<file path="src/rtl/chess_cursor_ctrl_pkg.sv">
// Shared types and constants for the chess cursor, move-validation and display blocks.
// Latency: n/a (types and constants only).
// Backpressure: n/a.
//
// Contents: coordinate type, direction enum, board default size, button indices.
package chess_pkg;

  // Default board edge length (files and ranks).
  localparam int BOARD_SIZE_DEFAULT = 8;

  // Coordinate width used by the default 8x8 board.
  localparam int COORD_W_DEFAULT = 3;

  typedef logic [COORD_W_DEFAULT-1:0] coord_t;

  // Direction buttons. The encoding doubles as the index into the per-button
  // press vector in the cursor controller.
  typedef enum logic [1:0] {
    DIR_UP    = 2'd0,
    DIR_DOWN  = 2'd1,
    DIR_LEFT  = 2'd2,
    DIR_RIGHT = 2'd3
  } dir_e;

  // Four direction buttons plus select; select sits after the directions.
  localparam int NUM_BTN = 5;
  localparam int BTN_SEL = 4;

endpackage

</file>
<file path="src/rtl/chess_cursor_ctrl_if.sv">
// Button inputs and cursor/select outputs of the board cursor controller.
// Latency: n/a (wiring only).
// Backpressure: none; all signals are free-running levels or one-cycle strobes.
//
// Signals: btn_up/down/left/right/select (raw, active-high), cursor_x/y,
//          move_pulse, select_pulse, sel_x/y.
// Modports: master = board side (drives buttons, observes cursor),
//           slave  = cursor controller.
interface chess_cursor_ctrl_if #(
  parameter int COORD_W = 3
);
  logic               btn_up;
  logic               btn_down;
  logic               btn_right;
  logic               btn_left;
  logic               btn_select;
  logic [COORD_W-1:0] cursor_x;
  logic [COORD_W-1:0] cursor_y;
  logic               move_pulse;
  logic               select_pulse;
  logic [COORD_W-1:0] sel_x;
  logic [COORD_W-1:0] sel_y;

  modport master (
    output btn_up, btn_down, btn_right, btn_left, btn_select,
    input  cursor_x, cursor_y, move_pulse, select_pulse, sel_x, sel_y
  );

  modport slave (
    input  btn_up, btn_down, btn_right, btn_left, btn_select,
    output cursor_x, cursor_y, move_pulse, select_pulse, sel_x, sel_y
  );
endinterface

</file>
<file path="src/rtl/chess_cursor_ctrl_button_debounce.sv">
// Button conditioner: 2-FF synchroniser, debounce counter, rising-edge press pulse.
// Latency: press_pulse high DEBOUNCE_CYCLES+2 cycles after the first sampling edge of a steady press.
// Backpressure: none; a press is a one-cycle strobe and is never held or queued.
//
// Ports: clk, reset_n (async active-low), btn_raw (asynchronous, active-high),
//        press_pulse (one-cycle strobe on an accepted press).
// Optional: CHESS_CURSOR_AUTOREPEAT_EN adds HOLD_CYCLES / REPEAT_CYCLES / REPEAT_EN
//           and emits repeat strobes while the debounced level stays high.
module button_debounce #(
  parameter int DEBOUNCE_CYCLES = 500000
`ifdef CHESS_CURSOR_AUTOREPEAT_EN
  ,
  parameter int HOLD_CYCLES     = 25000000,
  parameter int REPEAT_CYCLES   = 5000000,
  parameter bit REPEAT_EN       = 1'b1
`endif
) (
  input  logic clk,
  input  logic reset_n,
  input  logic btn_raw,
  output logic press_pulse
);

  // Counter only ever holds 0..DEBOUNCE_CYCLES-1; keep at least one bit.
  localparam int CNT_W = (DEBOUNCE_CYCLES > 1) ? $clog2(DEBOUNCE_CYCLES) : 1;
  localparam logic [CNT_W-1:0] CNT_LAST = CNT_W'(DEBOUNCE_CYCLES - 1);

  logic [1:0]       sync_q, sync_d;
  logic             stable_q, stable_d;
  logic             stable_prev_q, stable_prev_d;
  logic [CNT_W-1:0] cnt_q, cnt_d;
  logic             rise;

  always_comb begin
    sync_d        = {sync_q[0], btn_raw};
    stable_d      = stable_q;
    stable_prev_d = stable_q;
    cnt_d         = '0;
    // Count only while the synchronised level disagrees with the accepted
    // level; any agreement (a glitch ending) restarts the count from zero.
    if (sync_q[1] != stable_q) begin
      if (cnt_q == CNT_LAST) begin
        stable_d = ~stable_q;
      end else begin
        cnt_d = cnt_q + 1'b1;
      end
    end
  end

  // Release edges are deliberately ignored.
  assign rise = stable_q & ~stable_prev_q;

  always_ff @(posedge clk or negedge reset_n) begin
    if (!reset_n) begin
      sync_q        <= '0;
      stable_q      <= 1'b0;
      stable_prev_q <= 1'b0;
      cnt_q         <= '0;
    end else begin
      sync_q        <= sync_d;
      stable_q      <= stable_d;
      stable_prev_q <= stable_prev_d;
      cnt_q         <= cnt_d;
    end
  end

`ifdef CHESS_CURSOR_AUTOREPEAT_EN
  // rpt_cnt_q counts cycles since the last press or repeat strobe; rpt_phase_q
  // selects the long initial hold (0) or the shorter repeat interval (1).
  logic [31:0] rpt_cnt_q, rpt_cnt_d;
  logic        rpt_phase_q, rpt_phase_d;
  logic        rpt_fire;
  logic [31:0] rpt_limit;

  always_comb begin
    rpt_cnt_d   = rpt_cnt_q;
    rpt_phase_d = rpt_phase_q;
    rpt_fire    = 1'b0;
    rpt_limit   = rpt_phase_q ? 32'(REPEAT_CYCLES) : 32'(HOLD_CYCLES);
    if (!REPEAT_EN || !stable_q) begin
      // Released (or repeat disabled): drop any pending repeat at once.
      rpt_cnt_d   = '0;
      rpt_phase_d = 1'b0;
    end else if (rise) begin
      rpt_cnt_d   = 32'd1;
      rpt_phase_d = 1'b0;
    end else if (rpt_cnt_q == rpt_limit) begin
      rpt_fire    = 1'b1;
      rpt_cnt_d   = 32'd1;
      rpt_phase_d = 1'b1;
    end else begin
      rpt_cnt_d   = rpt_cnt_q + 32'd1;
    end
  end

  always_ff @(posedge clk or negedge reset_n) begin
    if (!reset_n) begin
      rpt_cnt_q   <= '0;
      rpt_phase_q <= 1'b0;
    end else begin
      rpt_cnt_q   <= rpt_cnt_d;
      rpt_phase_q <= rpt_phase_d;
    end
  end

  assign press_pulse = rise | rpt_fire;
`else
  assign press_pulse = rise;
`endif

endmodule

</file>
<file path="src/rtl/chess_cursor_ctrl.sv">
// Board-selection cursor: debounced direction/select buttons move an (x,y) cursor and latch it on select.
// Latency: cursor/select outputs update DEBOUNCE_CYCLES+3 cycles after the first sampling edge of a steady press.
// Backpressure: none; move_pulse/select_pulse are one-cycle strobes, downstream must take them when they appear.
//
// Ports: clk, reset_n (async active-low), bus (chess_cursor_ctrl_if.slave):
//        btn_* raw buttons in; cursor_x/y, move_pulse, select_pulse, sel_x/y out.
// Optional: CHESS_CURSOR_AUTOREPEAT_EN adds HOLD_CYCLES / REPEAT_CYCLES and
//           auto-repeat on the four direction buttons (never on select).
// Parameter constraints: BOARD_W,BOARD_H >= 2; 2**COORD_W >= max(BOARD_W,BOARD_H);
//                        DEBOUNCE_CYCLES >= 1.
module chess_cursor_ctrl
  import chess_pkg::*;
#(
  parameter int BOARD_W         = BOARD_SIZE_DEFAULT,
  parameter int BOARD_H         = BOARD_SIZE_DEFAULT,
  parameter int COORD_W         = 3,
  parameter int DEBOUNCE_CYCLES = 500000,
  parameter int WRAP            = 1
`ifdef CHESS_CURSOR_AUTOREPEAT_EN
  ,
  parameter int HOLD_CYCLES     = 25000000,
  parameter int REPEAT_CYCLES   = 5000000
`endif
) (
  input  logic                clk,
  input  logic                reset_n,
  chess_cursor_ctrl_if.slave  bus
);

  // One extra bit so +1 at the top edge never relies on natural overflow;
  // edges are detected by explicit compare, so any board size works.
  typedef logic [COORD_W:0] ext_t;
  localparam ext_t X_MAX = ext_t'(BOARD_W - 1);
  localparam ext_t Y_MAX = ext_t'(BOARD_H - 1);

  logic [NUM_BTN-1:0] btn_raw;
  logic [NUM_BTN-1:0] press;

  assign btn_raw[int'(DIR_UP)]    = bus.btn_up;
  assign btn_raw[int'(DIR_DOWN)]  = bus.btn_down;
  assign btn_raw[int'(DIR_LEFT)]  = bus.btn_left;
  assign btn_raw[int'(DIR_RIGHT)] = bus.btn_right;
  assign btn_raw[BTN_SEL]         = bus.btn_select;

  for (genvar i = 0; i < NUM_BTN; i++) begin : g_btn
    button_debounce #(
      .DEBOUNCE_CYCLES (DEBOUNCE_CYCLES)
`ifdef CHESS_CURSOR_AUTOREPEAT_EN
      ,
      .HOLD_CYCLES     (HOLD_CYCLES),
      .REPEAT_CYCLES   (REPEAT_CYCLES),
      .REPEAT_EN       (i != BTN_SEL)
`endif
    ) u_debounce (
      .clk         (clk),
      .reset_n     (reset_n),
      .btn_raw     (btn_raw[i]),
      .press_pulse (press[i])
    );
  end

  logic [COORD_W-1:0] cur_x_q, cur_x_d;
  logic [COORD_W-1:0] cur_y_q, cur_y_d;
  logic [COORD_W-1:0] sel_x_q, sel_x_d;
  logic [COORD_W-1:0] sel_y_q, sel_y_d;
  logic               move_pulse_q, move_pulse_d;
  logic               select_pulse_q, select_pulse_d;

  logic p_up, p_down, p_left, p_right, p_sel;
  ext_t x_ext, y_ext, x_nxt, y_nxt;

  assign p_up    = press[int'(DIR_UP)];
  assign p_down  = press[int'(DIR_DOWN)];
  assign p_left  = press[int'(DIR_LEFT)];
  assign p_right = press[int'(DIR_RIGHT)];
  assign p_sel   = press[BTN_SEL];

  assign x_ext = {1'b0, cur_x_q};
  assign y_ext = {1'b0, cur_y_q};

  always_comb begin
    x_nxt = x_ext;
    y_nxt = y_ext;

    // Opposing presses in the same cycle cancel on that axis only.
    if (p_right && !p_left) begin
      if (x_ext == X_MAX) x_nxt = (WRAP != 0) ? ext_t'(0) : x_ext;
      else                x_nxt = x_ext + ext_t'(1);
    end else if (p_left && !p_right) begin
      if (x_ext == ext_t'(0)) x_nxt = (WRAP != 0) ? X_MAX : x_ext;
      else                    x_nxt = x_ext - ext_t'(1);
    end

    if (p_up && !p_down) begin
      if (y_ext == Y_MAX) y_nxt = (WRAP != 0) ? ext_t'(0) : y_ext;
      else                y_nxt = y_ext + ext_t'(1);
    end else if (p_down && !p_up) begin
      if (y_ext == ext_t'(0)) y_nxt = (WRAP != 0) ? Y_MAX : y_ext;
      else                    y_nxt = y_ext - ext_t'(1);
    end

    cur_x_d = x_nxt[COORD_W-1:0];
    cur_y_d = y_nxt[COORD_W-1:0];

    // Strobe only on a real change: saturated or cancelled moves are silent.
    move_pulse_d = (cur_x_d != cur_x_q) || (cur_y_d != cur_y_q);

    // Select captures the cursor as it was before any simultaneous move.
    select_pulse_d = p_sel;
    sel_x_d        = p_sel ? cur_x_q : sel_x_q;
    sel_y_d        = p_sel ? cur_y_q : sel_y_q;
  end

  always_ff @(posedge clk or negedge reset_n) begin
    if (!reset_n) begin
      cur_x_q        <= '0;
      cur_y_q        <= '0;
      sel_x_q        <= '0;
      sel_y_q        <= '0;
      move_pulse_q   <= 1'b0;
      select_pulse_q <= 1'b0;
    end else begin
      cur_x_q        <= cur_x_d;
      cur_y_q        <= cur_y_d;
      sel_x_q        <= sel_x_d;
      sel_y_q        <= sel_y_d;
      move_pulse_q   <= move_pulse_d;
      select_pulse_q <= select_pulse_d;
    end
  end

  assign bus.cursor_x     = cur_x_q;
  assign bus.cursor_y     = cur_y_q;
  assign bus.sel_x        = sel_x_q;
  assign bus.sel_y        = sel_y_q;
  assign bus.move_pulse   = move_pulse_q;
  assign bus.select_pulse = select_pulse_q;

endmodule

</file>
<file path="src/flat_wrapper.sv">
// flat-port wrapper written by rule: the top's interface ports become plain ports
module chess_cursor_ctrl_flat import chess_pkg::*;
#(
  parameter int BOARD_W         = BOARD_SIZE_DEFAULT,
  parameter int BOARD_H         = BOARD_SIZE_DEFAULT,
  parameter int COORD_W         = 3,
  parameter int DEBOUNCE_CYCLES = 500000,
  parameter int WRAP            = 1

)
  (clk, reset_n, bus_btn_up, bus_btn_down, bus_btn_right, bus_btn_left, bus_btn_select, bus_cursor_x, bus_cursor_y, bus_move_pulse, bus_select_pulse, bus_sel_x, bus_sel_y);
  chess_cursor_ctrl_if #(.COORD_W(COORD_W)) bus_i ();
  input  logic clk;
  input  logic reset_n;
  input wire logic [$bits(bus_i.btn_up)-1:0] bus_btn_up;
  input wire logic [$bits(bus_i.btn_down)-1:0] bus_btn_down;
  input wire logic [$bits(bus_i.btn_right)-1:0] bus_btn_right;
  input wire logic [$bits(bus_i.btn_left)-1:0] bus_btn_left;
  input wire logic [$bits(bus_i.btn_select)-1:0] bus_btn_select;
  output wire logic [$bits(bus_i.cursor_x)-1:0] bus_cursor_x;
  output wire logic [$bits(bus_i.cursor_y)-1:0] bus_cursor_y;
  output wire logic [$bits(bus_i.move_pulse)-1:0] bus_move_pulse;
  output wire logic [$bits(bus_i.select_pulse)-1:0] bus_select_pulse;
  output wire logic [$bits(bus_i.sel_x)-1:0] bus_sel_x;
  output wire logic [$bits(bus_i.sel_y)-1:0] bus_sel_y;
  assign bus_i.btn_up = bus_btn_up;
  assign bus_i.btn_down = bus_btn_down;
  assign bus_i.btn_right = bus_btn_right;
  assign bus_i.btn_left = bus_btn_left;
  assign bus_i.btn_select = bus_btn_select;
  assign bus_cursor_x = bus_i.cursor_x;
  assign bus_cursor_y = bus_i.cursor_y;
  assign bus_move_pulse = bus_i.move_pulse;
  assign bus_select_pulse = bus_i.select_pulse;
  assign bus_sel_x = bus_i.sel_x;
  assign bus_sel_y = bus_i.sel_y;
  chess_cursor_ctrl #(.BOARD_W(BOARD_W), .BOARD_H(BOARD_H), .COORD_W(COORD_W), .DEBOUNCE_CYCLES(DEBOUNCE_CYCLES), .WRAP(WRAP)) u_core (.clk(clk), .reset_n(reset_n), .bus(bus_i));
endmodule
</file>
<file path="config.mk">
export PLATFORM = sky130hd
export DESIGN_NAME = chess_cursor_ctrl_flat
export DESIGN_NICKNAME = d
export VERILOG_FILES = /design/src/rtl/chess_cursor_ctrl_pkg.sv /design/src/rtl/chess_cursor_ctrl_if.sv /design/src/rtl/chess_cursor_ctrl_button_debounce.sv /design/src/rtl/chess_cursor_ctrl.sv /design/src/flat_wrapper.sv
export SDC_FILE = /design/constraint.sdc
export NUM_CORES = 1
export LEC_CHECK = 0
export CELL_PAD_IN_SITES_DETAIL_PLACEMENT = 1
export CELL_PAD_IN_SITES_GLOBAL_PLACEMENT = 2
export CORE_MARGIN = 3
export CORE_UTILIZATION = 40
export CTS_CLUSTER_SIZE = 10
export DETAILED_ROUTE_END_ITERATION = 8
export DONT_BUFFER_PORTS = 1
export PLACE_DENSITY_LB_ADDON = 0.1
export SLEW_MARGIN = 20
export SYNTH_ARGS = -nofsm -noshare
export SYNTH_HDL_FRONTEND = slang
export SYNTH_SLANG_ARGS = --single-unit
</file>
<file path="constraint.sdc">
create_clock -name clk -period 2.63 [get_ports clk]
set_input_delay 0.6575 -clock clk [delete_from_list [all_inputs] [get_ports clk]]
set_output_delay 0.6575 -clock clk [all_outputs]
set_load 0.1 [all_outputs]
</file>
; ---- Word-level counts from Yosys, hierarchy flattened
; Index checks and enable logic that the tools add are counted.
[totals]
latch_bits = 0
mem_bits_rw = 0
inputBits = 7
ff_bits = 129
word_cells = 98
mem_count = 0
romBits = 0
out_inout_bits = 14
[op_classes]
n_mul = 0
shift = 0
bitwise = 15
eq_ne = 14
addsub = 9
n_lt_le_gt_ge = 0
n_mux = 18
reduce_logical = 16
n_div = 0
[ops]
columns = operator, count
row1 = $mux W19, 10
row2 = $add A19 B1 Y19 const B, 5
row3 = $eq A19 B19 Y1 const B, 5
row4 = $mux W3, 8
row5 = $not A1 Y1, 10
row6 = $reduce_and A2 Y1, 5
row7 = $logic_not A4 Y1, 2
row8 = $add A3 B1 Y3 const B, 2
row9 = $eq A3 B3 Y1 const B, 2
row10 = $ne A3 B3 Y1, 2
row11 = $sub A3 B1 Y3 const B, 2
row12 = $and A1 B1 Y1, 5
row13 = $ne A1 B1 Y1, 5
row14 = $logic_and A1 B1 Y1, 4
row15 = $logic_not A1 Y1, 4
row16 = $logic_or A1 B1 Y1, 1

; ---- Depth between registers and ports, before layout
; Gate-level depths: netlist (run 1).
[depth]
word_depth = 8
depth_mapped = 6

; ---- Cells and area by module
; A second synthesis (run 1) with hierarchy kept.
[unflattened]
hier_cells = 606
hier_area_um2 = 6371.1
[modules_own_cells]
columns = mod, instances, area_each_um2, seq_area_each_um2, cells_per_inst
row1 = button_debounce at u_core.g_btn[0].u_debounce ..., 4, 1111.1, 575.6, 107
row2 = button_debounce at u_core.g_btn[2].u_debounce, 1, 1104.8, 575.6, 107
row3 = chess_cursor_ctrl, 1, 822.0, 350.3, 71

; ---- Least setup slack after synthesis (run 1)
; OpenSTA, ideal clock, no wires.
[synth_path]
kind = reg2reg
startpoint = register u_core.cur_x_q[0] (netlist: u_core.bus.cursor_x[0])
endpoint = register u_core.move_pulse_q (netlist: u_core.bus.move_pulse)
t_arrival_ps = 2533
path_stages_with_launch = 7
slack_ps = -41
period_less_slack_ps = 2671
path_cell_list = dfrtp_1 inv_1 ha_1 xor2_1 nor4b_1 o2bb2ai_1 or4_1
[synth_between]
elab_chain_cells = 6
elab_cells_between_ends = 10
classes_between = add/sub (2) / eq/ne (2) / mux (4) / reduce/logical (2)
[synth_lines]
columns = element, line
row1 = start: declaration, chess_cursor_ctrl.sv:62  ; logic [COORD_W-1:0] cur_x_q, cur_x_d;
row2 = start signal: assignment, chess_cursor_ctrl.sv:123  ; cur_x_q <= cur_x_d;
row3 = $sub A3 B1 Y3 / $logic_not A4 Y1 (equally long branches), "chess_cursor_ctrl.sv:91, chess_cursor_ctrl.sv:90"
row4 = $mux W3, chess_cursor_ctrl.sv:90  ; if (x_ext == ext_t'(0)) x_nxt = (WRAP != 0) ? X_MAX : x_ext;
row5 = $mux W3, chess_cursor_ctrl.sv:89  ; end else if (p_left && !p_right) begin
row6 = $mux W3, chess_cursor_ctrl.sv:86  ; if (p_right && !p_left) begin
row7 = $ne A3 B3 Y1 (*), chess_cursor_ctrl.sv:106  ; move_pulse_d = (cur_x_d != cur_x_q) || (cur_y_d != cur_y_q);
row8 = $logic_or A1 B1 Y1 (*), chess_cursor_ctrl.sv:106
row9 = named net u_core.move_pulse_d, chess_cursor_ctrl.sv:66  ; logic move_pulse_q, move_pulse_d;
row10 = end signal: assignment, chess_cursor_ctrl.sv:127  ; move_pulse_q <= move_pulse_d;
row11 = end: declaration, chess_cursor_ctrl.sv:66
; Mark *: on every way through the listed nets, which the timed path passes. The rest lies on a longest branch.
; A chain may end at the register's enable or synchronous reset.

; ---- Worst setup path in the final report (run 1)
[layout_path]
startpoint = register u_core.g_btn[0].u_debounce.cnt_q[9]
endpoint = register u_core.g_btn[0].u_debounce.cnt_q[5]
[layout_between]
elab_chain_cells = 3
[layout_lines]
columns = element, line
row1 = start: declaration, chess_cursor_ctrl_button_debounce.sv:31  ; logic [CNT_W-1:0] cnt_q, cnt_d;
row2 = start signal: assignment, chess_cursor_ctrl_button_debounce.sv:63  ; cnt_q <= cnt_d;
row3 = $eq A19 B19 Y1, chess_cursor_ctrl_button_debounce.sv:42  ; if (cnt_q == CNT_LAST) begin
row4 = $mux W19, chess_cursor_ctrl_button_debounce.sv:42
row5 = $mux W19, chess_cursor_ctrl_button_debounce.sv:41  ; if (sync_q[1] != stable_q) begin
row6 = named net u_core.g_btn[0].u_debounce.cnt_d[5], chess_cursor_ctrl_button_debounce.sv:31
; The timed path passes the listed nets, and every way through them passes these cells.

==> reports/metrics.cfg, run 1 <==
[routing]
routedWlPerCell_um=16.0
drt-pass1-iter-count=4
drc=0
post_drt_via_cell_ratio=5.45
drt_iter0_markers=160
ant_nets=0
wl_mm=13.3
via_count=4545

[layout]
final_layout_size_suffix_gt1_share_pct=10.5
multi_input_area_mm2=0.00288
area_growth_pct=14.0
final-seq-area_mm2=0.00323
antenna_cells=0
nFillCells=1625
postLayoutCoreUtil_pct=47.8
nets=657

[power]
pwr-share-comb_pct=1.6
static-leakage-power_uw=0.00295
seq_power_share_pct=46.5
power.density_mw_per_mm2=618
clkPwrFrac_pct=51.9
switching_share_pct=20.9
intPower_uw=3470
ir_drop_mv=0.458
p_sw_uw=918

[sta]
slew_viol_final=0
finClkSkew_ps=6.97
whs_ps=-63.4
worstMarginPinSlew_ps=888
finalSetupTns_ps=0
min_period_ps=2240
hold_violations=74
relSlewSlack_pct=40.8
rsz0062_at_grt=no
max_freq_ghz=0.446
setup_viol=0
post-route-period-util_pct=85.3

[clock_tree]
clk_path_buf_depth=2
cts_sinks=129
clk_pin_slew_ps=60
cts.repair.resized=0
clk_latency_ps=410
cts_buffers=17
cts_tree=yes
cts_post_setup_buffers_inserted=0
cts.htree.levels=4
root_buffer=clkbuf_16

[critical_path]
cp_max_fo=19
cp-start-kind=register
path_class=reg2reg
crit_arrival_ps=2510
required_ps=2900
r2r_cells=4
worstSetupEndpointType=register

[global_route]
grt_use_total_pct=16.8
grt_overflow=0
antenna_found_initial=0
grt_pass1_vias=4768
grt_pass1_wl_mm=22.9
grt_max_degree=130

[yosys]
synth_area_mm2=0.00623
ys_warn_count=0
yosysTopAreaCellShare_pct=51.8
yosys.area.top_type=dfrtp_1
synth_edf_count=0
ys_seq_elements=129
ys.flop_type=dfrtp_1
synth_cell_types=49
async_flop_share_pct=100
ys_seq_area_share_pct=51.8
syn_nets=631
netlist_instances=611
synth_area_leaders=dfrtp_1, xnor2_1, nor2_1
synth_area_per_cell_um2=10.2

[outcome]
outcome=finished, violations left
violations=hold timing

[placement]
detailed_place_hpwl_mm=9.19
gp_congestion=0.758
numPortBuffers=0

[floorplanning]
num_rows=44
dieArea_mm2=0.0171
fp.dieW_um=131
dieHeight_um=131
initial_utilization_pct=41.9
core_area_mm2=0.0149
ioPinCount=21

[run]
max_cap_viol_count=0

[worst_hold_path]
hold_path.class=in2async

==> path summary, 6_finish.rpt <==
kind | end | slack, ps | from
hold reg to reg | u_core.g_btn[1].u_debounce.sync_q[1]$_DFF_PN0_ | 350 | u_core.g_btn[1].u_debounce.sync_q[0]$_DFF_PN0_
hold / removal | u_core.g_btn[1].u_debounce.cnt_q[8]$_DFF_PN0_ | -60 | reset_n
min in group clk | u_core.g_btn[2].u_debounce.sync_q[0]$_DFF_PN0_ | 270 | bus_btn_left
max in group asynchronous | u_core.bus.cursor_x[1]$_DFF_PN0_ | 2380 | reset_n
setup / recovery | u_core.g_btn[0].u_debounce.cnt_q[5]$_DFF_PN0_ | 390 | u_core.g_btn[0].u_debounce.cnt_q[9]$_DFF_PN0_
setup reg to reg | u_core.g_btn[0].u_debounce.cnt_q[5]$_DFF_PN0_ | 390 | u_core.g_btn[0].u_debounce.cnt_q[9]$_DFF_PN0_
==> cells by family after synthesis <==
logic type,Yosys count,share of synthesized area (%)
XOR/XNOR,75,10.5
AND/OR/NAND/NOR,295,25.0
multiplexers,9,1.59
adder cells (fa/ha/maj),13,2.61
AO/OA/AOI/OAI,63,6.57
buffers and inverters,27,1.93
flip-flops,129,51.8
==> power groups by stage <==
stage / sequential, µW / combinational [µW] / clock, µW
2_1_floorplan: 2070 / 60.1 / 0
3_3_place_gp: 2070 / 70.8 / 0
3_5_place_dp: 2080 / 73.0 / 0
4_1_cts: 2040 / 73.1 / 2350
5_1_grt: 2040 / 81.7 / 2460
6_report: 2040 / 70.6 / 2280
==> registers in the layout, summed over array words and instances (netlist names) <==
name / flops
u_core.bus.cursor_x: 3
u_core.bus.cursor_y: 3
u_core.bus.move_pulse: 1
u_core.bus.sel_x: 3
u_core.bus.sel_y: 3
u_core.bus.select_pulse: 1
u_core.g_btn.u_debounce.cnt_q: 95
u_core.g_btn.u_debounce.stable_prev_d: 5
u_core.g_btn.u_debounce.stable_prev_q: 5
u_core.g_btn.u_debounce.sync_q: 10
==> layout make-up <==
cell class                 count  area share [%]
timing repair buffer          15            1.59
inverter                      19            1.00
multi-input combinational    455            40.6
tap                          184            3.24
clock buffer                  21            6.48
clock inverter                11            1.59
sequential                   129            45.5
==> metrics by stage <==
step	power, µW	setup slack (ps)	cell area (µm²)	instances
6_report	4390	385	7100	834
5_1_grt	4580	289	7100	834
4_1_cts	4470	339	7100	834
3_5_place_dp	2150	350	6530	802
3_3_place_gp	2150	457	6530	802
2_1_floorplan	2130	296	6230	611
==> per-layer routing <==
metal | share of wire [%] | track usage (%) | wire length (µm)
met1 | 47 | 21.1 | 6220
met2 | 50 | 28.4 | 6650
met3 | 2.0 | 4.02 | 271
met4 | 1.4 | 5.87 | 192
met5 | 0 | 0 | 0
==> layout by cell type (no fill, tap or decap), types with 3 or more instances in the layout <==
cell	synthesis	layout
a21oi_1	20	20
nand2b_1	6	6
ha_1	13	13
mux2_2	7	7
clkbuf_16	0	17
and2_1	4	4
xor2_1	32	32
or2_2	3	3
dfrtp_1	129	127
and4_1	10	10
inv_1	19	19
clkinv_2	0	6
buf_4	1	15
or3_1	7	7
nor4b_1	3	3
o21ai_0	21	21
nor3_1	17	17
xnor2_1	43	43
nor4_1	18	18
clkinvlp_4	0	3
nand4b_1	4	4
or4_1	11	11
o31ai_1	5	5
nand4_1	25	25
nor2b_1	6	6
nand2_1	40	40
nor2_1	91	91
nand3_1	36	36
==> critical path, cell delays in order (launching register included) <==
cell and delay, ps:
dfrtp_1 410, or4_1 550, or4_4 580, o21ai_4 430, nor2_1 130
==> synth_stat cells (3+ instances only) <==
| cell type | number |
|---|---|
| a21oi_1 | 20 |
| nor2b_1 | 6 |
| nor4b_1 | 3 |
| nand4_1 | 25 |
| o21ai_0 | 21 |
| or3_1 | 7 |
| nor4_1 | 18 |
| and2_1 | 4 |
| or2_2 | 3 |
| nand2b_1 | 6 |
| nand4b_1 | 4 |
| dfrtp_1 | 129 |
| nand3_1 | 36 |
| ha_1 | 13 |
| o31ai_1 | 5 |
| nor3_1 | 17 |
| clkbuf_1 | 5 |
| nand2_1 | 40 |
| or4_1 | 11 |
| nor2_1 | 91 |
| and4_1 | 10 |
| xnor2_1 | 43 |
| mux2_2 | 7 |
| inv_1 | 19 |
| xor2_1 | 32 |
(Power assumes the default switching activity.)
==> run 2, diff against run 1 <==
clock period = 2.7 ns   (was 2.63 ns; I/O delays follow)
==> run 2 against run 1 <==
The run still ends with hold timing left. Clock-buffer cell count is 4 lower. Clock power is 10% higher. Die area stayed put. Maximum frequency is 1.2% higher. Non-clock buffer count is 2 lower. Wire length is 2.1% higher. Global-route usage is 0.69 points higher. Hold slack better by 13 ps. Utilization is 0.35 points higher. Combinational power is 2% higher. Largest power group unchanged.
==> reports/metrics.cfg, run 2 (synthesized netlist as in run 1, its figures left out) <==
[routing]
drt_iter0_markers=218
drt-pass1-iter-count=4
wl_mm=13.6
ant_nets=0
drc=0
via_count=4603
post_drt_via_cell_ratio=5.53
routedWlPerCell_um=16.4

[floorplanning]
num_rows=44
core_area_mm2=0.0149
fp.dieW_um=131
dieArea_mm2=0.0171
initial_utilization_pct=41.9
ioPinCount=21
dieHeight_um=131

[sta]
relSlewSlack_pct=40.0
finClkSkew_ps=5.55
layout_setup_ws_ps=481
max_freq_ghz=0.451
rsz0062_at_grt=no
hold_violations=129
worstMarginPinSlew_ps=900
setup_viol=0
whs_ps=-50.4
finalSetupTns_ps=0
slew_viol_final=0
min_period_ps=2220
post-route-period-util_pct=82.2

[clock_tree]
cts.repair.resized=0
cts_tree=yes
root_buffer=clkbuf_16
clk_path_buf_depth=2
cts.htree.levels=4
cts_post_setup_buffers_inserted=0
cts_sinks=129
clk_latency_ps=420
cts_buffers=17
clk_pin_slew_ps=60

[placement]
dp_slack_ps=458
place_area_mm2=0.00651
gp_congestion=0.809
placed_cells=800
numPortBuffers=0
detailed_place_hpwl_mm=9.22

[global_route]
use_met2_pct=29.3
grt.busiest_layer=met2
grt_overflow=0
gr-usage-met3_pct=4.39
grt_use_total_pct=17.5
grt_max_degree=130
grt_pass1_wl_mm=23.6
antenna_found_initial=0
grt_pass1_vias=4938
met1_usage_pct=21.7

[power]
static-leakage-power_uw=0.00296
power.density_mw_per_mm2=639
ir_drop_mv=0.542

[critical_path]
cp-start-kind=register
r2r_cells=4
cp_num_cells=4
cpPeakStageDelay_ps=570
required_ps=2980
cp_slowest_cell=or4_4
path_class=reg2reg
path_buf_inv=0
worstSetupEndpointType=register
cp_max_fo=19
crit_arrival_ps=2500
crit_chain=or4_1, or4_4, o21ai_4, nor2_1
path_delay_family=simple AND/OR/NAND/NOR gates

[outcome]
violations=hold timing
outcome=finished, violations left

[layout]
nets=655
top_regs=u_core.g_btn.u_debounce.cnt_q: 95 flops, u_core.g_btn.u_debounce.sync_q: 10 flops
final_layout_size_suffix_gt1_share_pct=10.2
antenna_cells=0
layout_commonest_cell=dfrtp_1
largest_register_ffs=95
finalNonFillerCells=832
post-route-cell-area_mm2=0.00715
area_growth_pct=14.8
layout_common_cells=dfrtp_1, nor2_1, xnor2_1, nand2_1, nand3_1
regMostFlops=u_core.g_btn.u_debounce.cnt_q

[run]
max_cap_viol_count=0

[worst_hold_path]
hold_path.class=in2async

-- run 2: changes by cell type in the layout (fill, tap and decap cells not counted), sizes merged --
cell and delta:
clkbuf -4, bufinv +3, buf -2, clkinvlp +2, clkinv -1
-- run 2: power breakdown --
group	switching [µW]	total, µW	internal (µW)
Combinational	45.2	71.8	26.6
Sequential	29.1	1990	1960
Clock	877	2510	1630
Total	951	4570	3620
-- run 2: metrics by stage --
| step | utilization (%) | total power (µW) | hold slack, ps |
|---|---|---|---|
| after floorplan | - | 2070 | 331 |
| after global placement | 43.8 | 2090 | 332 |
| after detailed placement | 43.8 | 2100 | 338 |
| after CTS | 48.1 | 4630 | -73.8 |
| after global routing | 48.1 | 4740 | -76.1 |
| final | 48.1 | 4570 | -50.4 |
-- run 2: worst register-to-register path: cells and delay by family, from the launching register on --
kind             cells  cell delay [ps]
flip-flops           1              430
AND/OR/NAND/NOR      3             1210
AO/OA/AOI/OAI        1              450
-- run 2: area by class of cell --
class	instances	area [µm²]
clock buffers	17	425
clock inverters	15	216
fillers	1668	7710
inverters	19	71.3
multi-input cells	455	2880
flip-flops and latches	129	3230
well taps	184	230
repair buffers	13	97.6
-- run 2: final timing paths --
kind                                                           startpoint                                        endpoint  slack [ps]
max                         u_core.g_btn[3].u_debounce.cnt_q[9]$_DFF_PN0_  u_core.g_btn[3].u_debounce.cnt_q[12]$_DFF_PN0_         480
min                                                               reset_n  u_core.g_btn[1].u_debounce.cnt_q[12]$_DFF_PN0_         -50
max reg2reg                 u_core.g_btn[3].u_debounce.cnt_q[9]$_DFF_PN0_  u_core.g_btn[3].u_debounce.cnt_q[12]$_DFF_PN0_         480
min reg2reg                u_core.g_btn[1].u_debounce.sync_q[0]$_DFF_PN0_  u_core.g_btn[1].u_debounce.sync_q[1]$_DFF_PN0_         350
max in group asynchronous                                         reset_n   u_core.g_btn[2].u_debounce.cnt_q[1]$_DFF_PN0_        2560
min in group clk                                             bus_btn_down  u_core.g_btn[1].u_debounce.sync_q[0]$_DFF_PN0_         280
-- run 2: layer usage --
| metal | part of all wire [%] | wire length, µm |
|---|---|---|
| met2 | 50 | 6800 |
| met1 | 46 | 6260 |
| met3 | 2.4 | 322 |
| met4 | 1.7 | 226 |
| met5 | 0 | 0 |
==> run 3, diff against run 2 <==
CORE_UTILIZATION = 38   (was 40)
clock period = 1.8 ns   (was 2.7 ns; I/O delays follow)
==> run 3 against run 2 <==
The flow finishes with violations (hold timing, setup timing). Cell count is 13% higher. Clock power rose by 45%. Largest power group unchanged. Combinational power rose by 140%. Wire length rose by 12%. Worst setup slack lost 690 ps. Design area increased by 13%. Utilization rose by 2.7 points. Total power up 49%. First-iteration DRC count shrank 25%.
==> reports/metrics.cfg, run 3 (synthesized netlist as in run 1, its figures left out) <==
[layout]
final_layout_size_suffix_gt1_share_pct=26.7
largest_register_ffs=95
nets=733
regMostFlops=u_core.g_btn.u_debounce.cnt_q
layout_commonest_cell=dfrtp_1
layout_common_cells=dfrtp_1, nor2_1, buf_4, xnor2_1, nand2_1
area_growth_pct=29.9
top_regs=u_core.g_btn.u_debounce.cnt_q: 95 flops, u_core.g_btn.u_debounce.sync_q: 10 flops
nFillCells=1793
antenna_cells=0

[routing]
ant_nets=0
routedWlPerCell_um=16.2
drc=0
via_count=4908
post_drt_via_cell_ratio=5.21
drt_iter0_markers=163
drt-pass1-iter-count=4
wl_mm=15.3

[floorplanning]
dieHeight_um=134
ioPinCount=21
num_rows=46
dieArea_mm2=0.0180
fp.dieW_um=134
core_area_mm2=0.0159
initial_utilization_pct=39.1

[clock_tree]
cts.htree.levels=4
clk_path_buf_depth=2
clk_pin_slew_ps=60
clk_latency_ps=410
cts_sinks=129
cts_tree=yes
cts_buffers=17
root_buffer=clkbuf_16

[global_route]
grt_max_degree=130
grt_overflow=0
grt_pass1_wl_mm=26.4
grt_use_total_pct=18.0
antenna_found_initial=0
grt_pass1_vias=5319

[sta]
layout_setup_ws_ps=-207
setup_viol=41
rsz0062_at_grt=yes
relSlewSlack_pct=63.4
slew_viol_final=0
finClkSkew_ps=6.75
whs_ps=-272
hold_violations=129
max_freq_ghz=0.498
post-route-period-util_pct=112
worstMarginPinSlew_ps=544
min_period_ps=2010

[power]
intPower_uw=5370
power.density_mw_per_mm2=840
clkPwrFrac_pct=53.7
static-leakage-power_uw=0.00337
switching_share_pct=21.0
p_sw_uw=1430
seq_power_share_pct=43.8
pwr-share-comb_pct=2.5
ir_drop_mv=0.681

[run]
max_cap_viol_count=0

[outcome]
outcome=finished, violations left
violations=hold timing, setup timing

[placement]
numPortBuffers=0
gp_congestion=0.804
detailed_place_hpwl_mm=10.6
dp_slack_ps=-253

[critical_path]
startpoint=u_core.g_btn[0].u_debounce.cnt_q[7]$_DFF_PN0_
path_class=reg2reg
cpPeakStageDelay_ps=580
rr_startpoint=u_core.g_btn[0].u_debounce.cnt_q[7]$_DFF_PN0_
crit_arrival_ps=2300
worstSetupEndpointType=register
crit_chain=or4_1, or4_4, nor2_4, mux2_4
required_ps=2090
cp-start-kind=register
cp_max_fo=2
cp_slowest_cell=or4_4

[worst_hold_path]
hold_path.class=in2async

-- run 3: worst paths after layout --
kind	to	slack (ps)	depth (start not counted)
max	u_core.g_btn[0].u_debounce.stable_prev_d$_DFFE_PN0P_	-210	4
min	u_core.g_btn[4].u_debounce.cnt_q[14]$_DFF_PN0_	-270	0
max reg2reg	u_core.g_btn[0].u_debounce.stable_prev_d$_DFFE_PN0P_	-210	4
min reg2reg	u_core.g_btn[0].u_debounce.sync_q[1]$_DFF_PN0_	350	0
max in group asynchronous	u_core.bus.cursor_y[1]$_DFF_PN0_	1890	0
min in group clk	u_core.g_btn[4].u_debounce.sync_q[0]$_DFF_PN0_	60	0
-- run 3: timing repair --
item | CTS | global route
pin swaps | 4 | 12
setup endpoints to repair | 45 | 92
endpoints found under the hold margin | 129 | 129
resized for setup | 14 | 33
setup buffers | 1 | 7
-- run 3: power by group through the flow --
stage / logic, µW / registers (µW) / clock network [µW]
floorplan: 92.8 / 3020 / 0
global placement: 154 / 3020 / 0
detailed placement: 159 / 3030 / 0
CTS: 166 / 2980 / 3740
global route: 190 / 2980 / 3910
finish: 169 / 2980 / 3650
-- run 3: layer usage --
| metal | GRT usage, % | up-vias | part of all wire [%] | wire [µm] |
|---|---|---|---|---|
| met5 | 0 | - | 0 | 0 |
| met4 | 5.49 | 0 | 1.1 | 173 |
| met3 | 3.79 | 16 | 2.6 | 396 |
| met2 | 29.8 | 45 | 48 | 7400 |
| met1 | 23.9 | 2461 | 48 | 7290 |
| li1 | - | 2386 | - | - |
-- run 3: final cells by class --
| class | count | area, µm² | share of cell area (%) |
|---|---|---|---|
| inverters | 19 | 76.3 | 0.943 |
| multi-input cells | 455 | 3140 | 38.8 |
| well taps | 216 | 270 | 3.34 |
| repair buffers | 91 | 723 | 8.93 |
| clock inverters | 14 | 189 | 2.33 |
| flip-flops and latches | 129 | 3250 | 40.2 |
| clock buffers | 18 | 439 | 5.43 |
-- run 3: worst max-delay path: cells and delay by family (launching register included) --
family,cells,cell delay (ps)
multiplexers,1,300
AND/OR/NAND/NOR,3,1220
flip-flops,1,370
-- run 3: metrics by stage --
stage / power, µW / std cells / utilization (%) / TNS [ps] / cell area, µm²
after floorplan: 3110 / 611 / - / -5650 / 6340
after global placement: 3180 / 902 / 45.2 / -5010 / 7200
after detailed placement: 3190 / 902 / 45.2 / -7130 / 7200
after CTS: 6880 / 935 / 49.5 / -7590 / 7890
after global routing: 7090 / 942 / 50.8 / -9700 / 8090
final: 6800 / 942 / 50.8 / -7440 / 8090
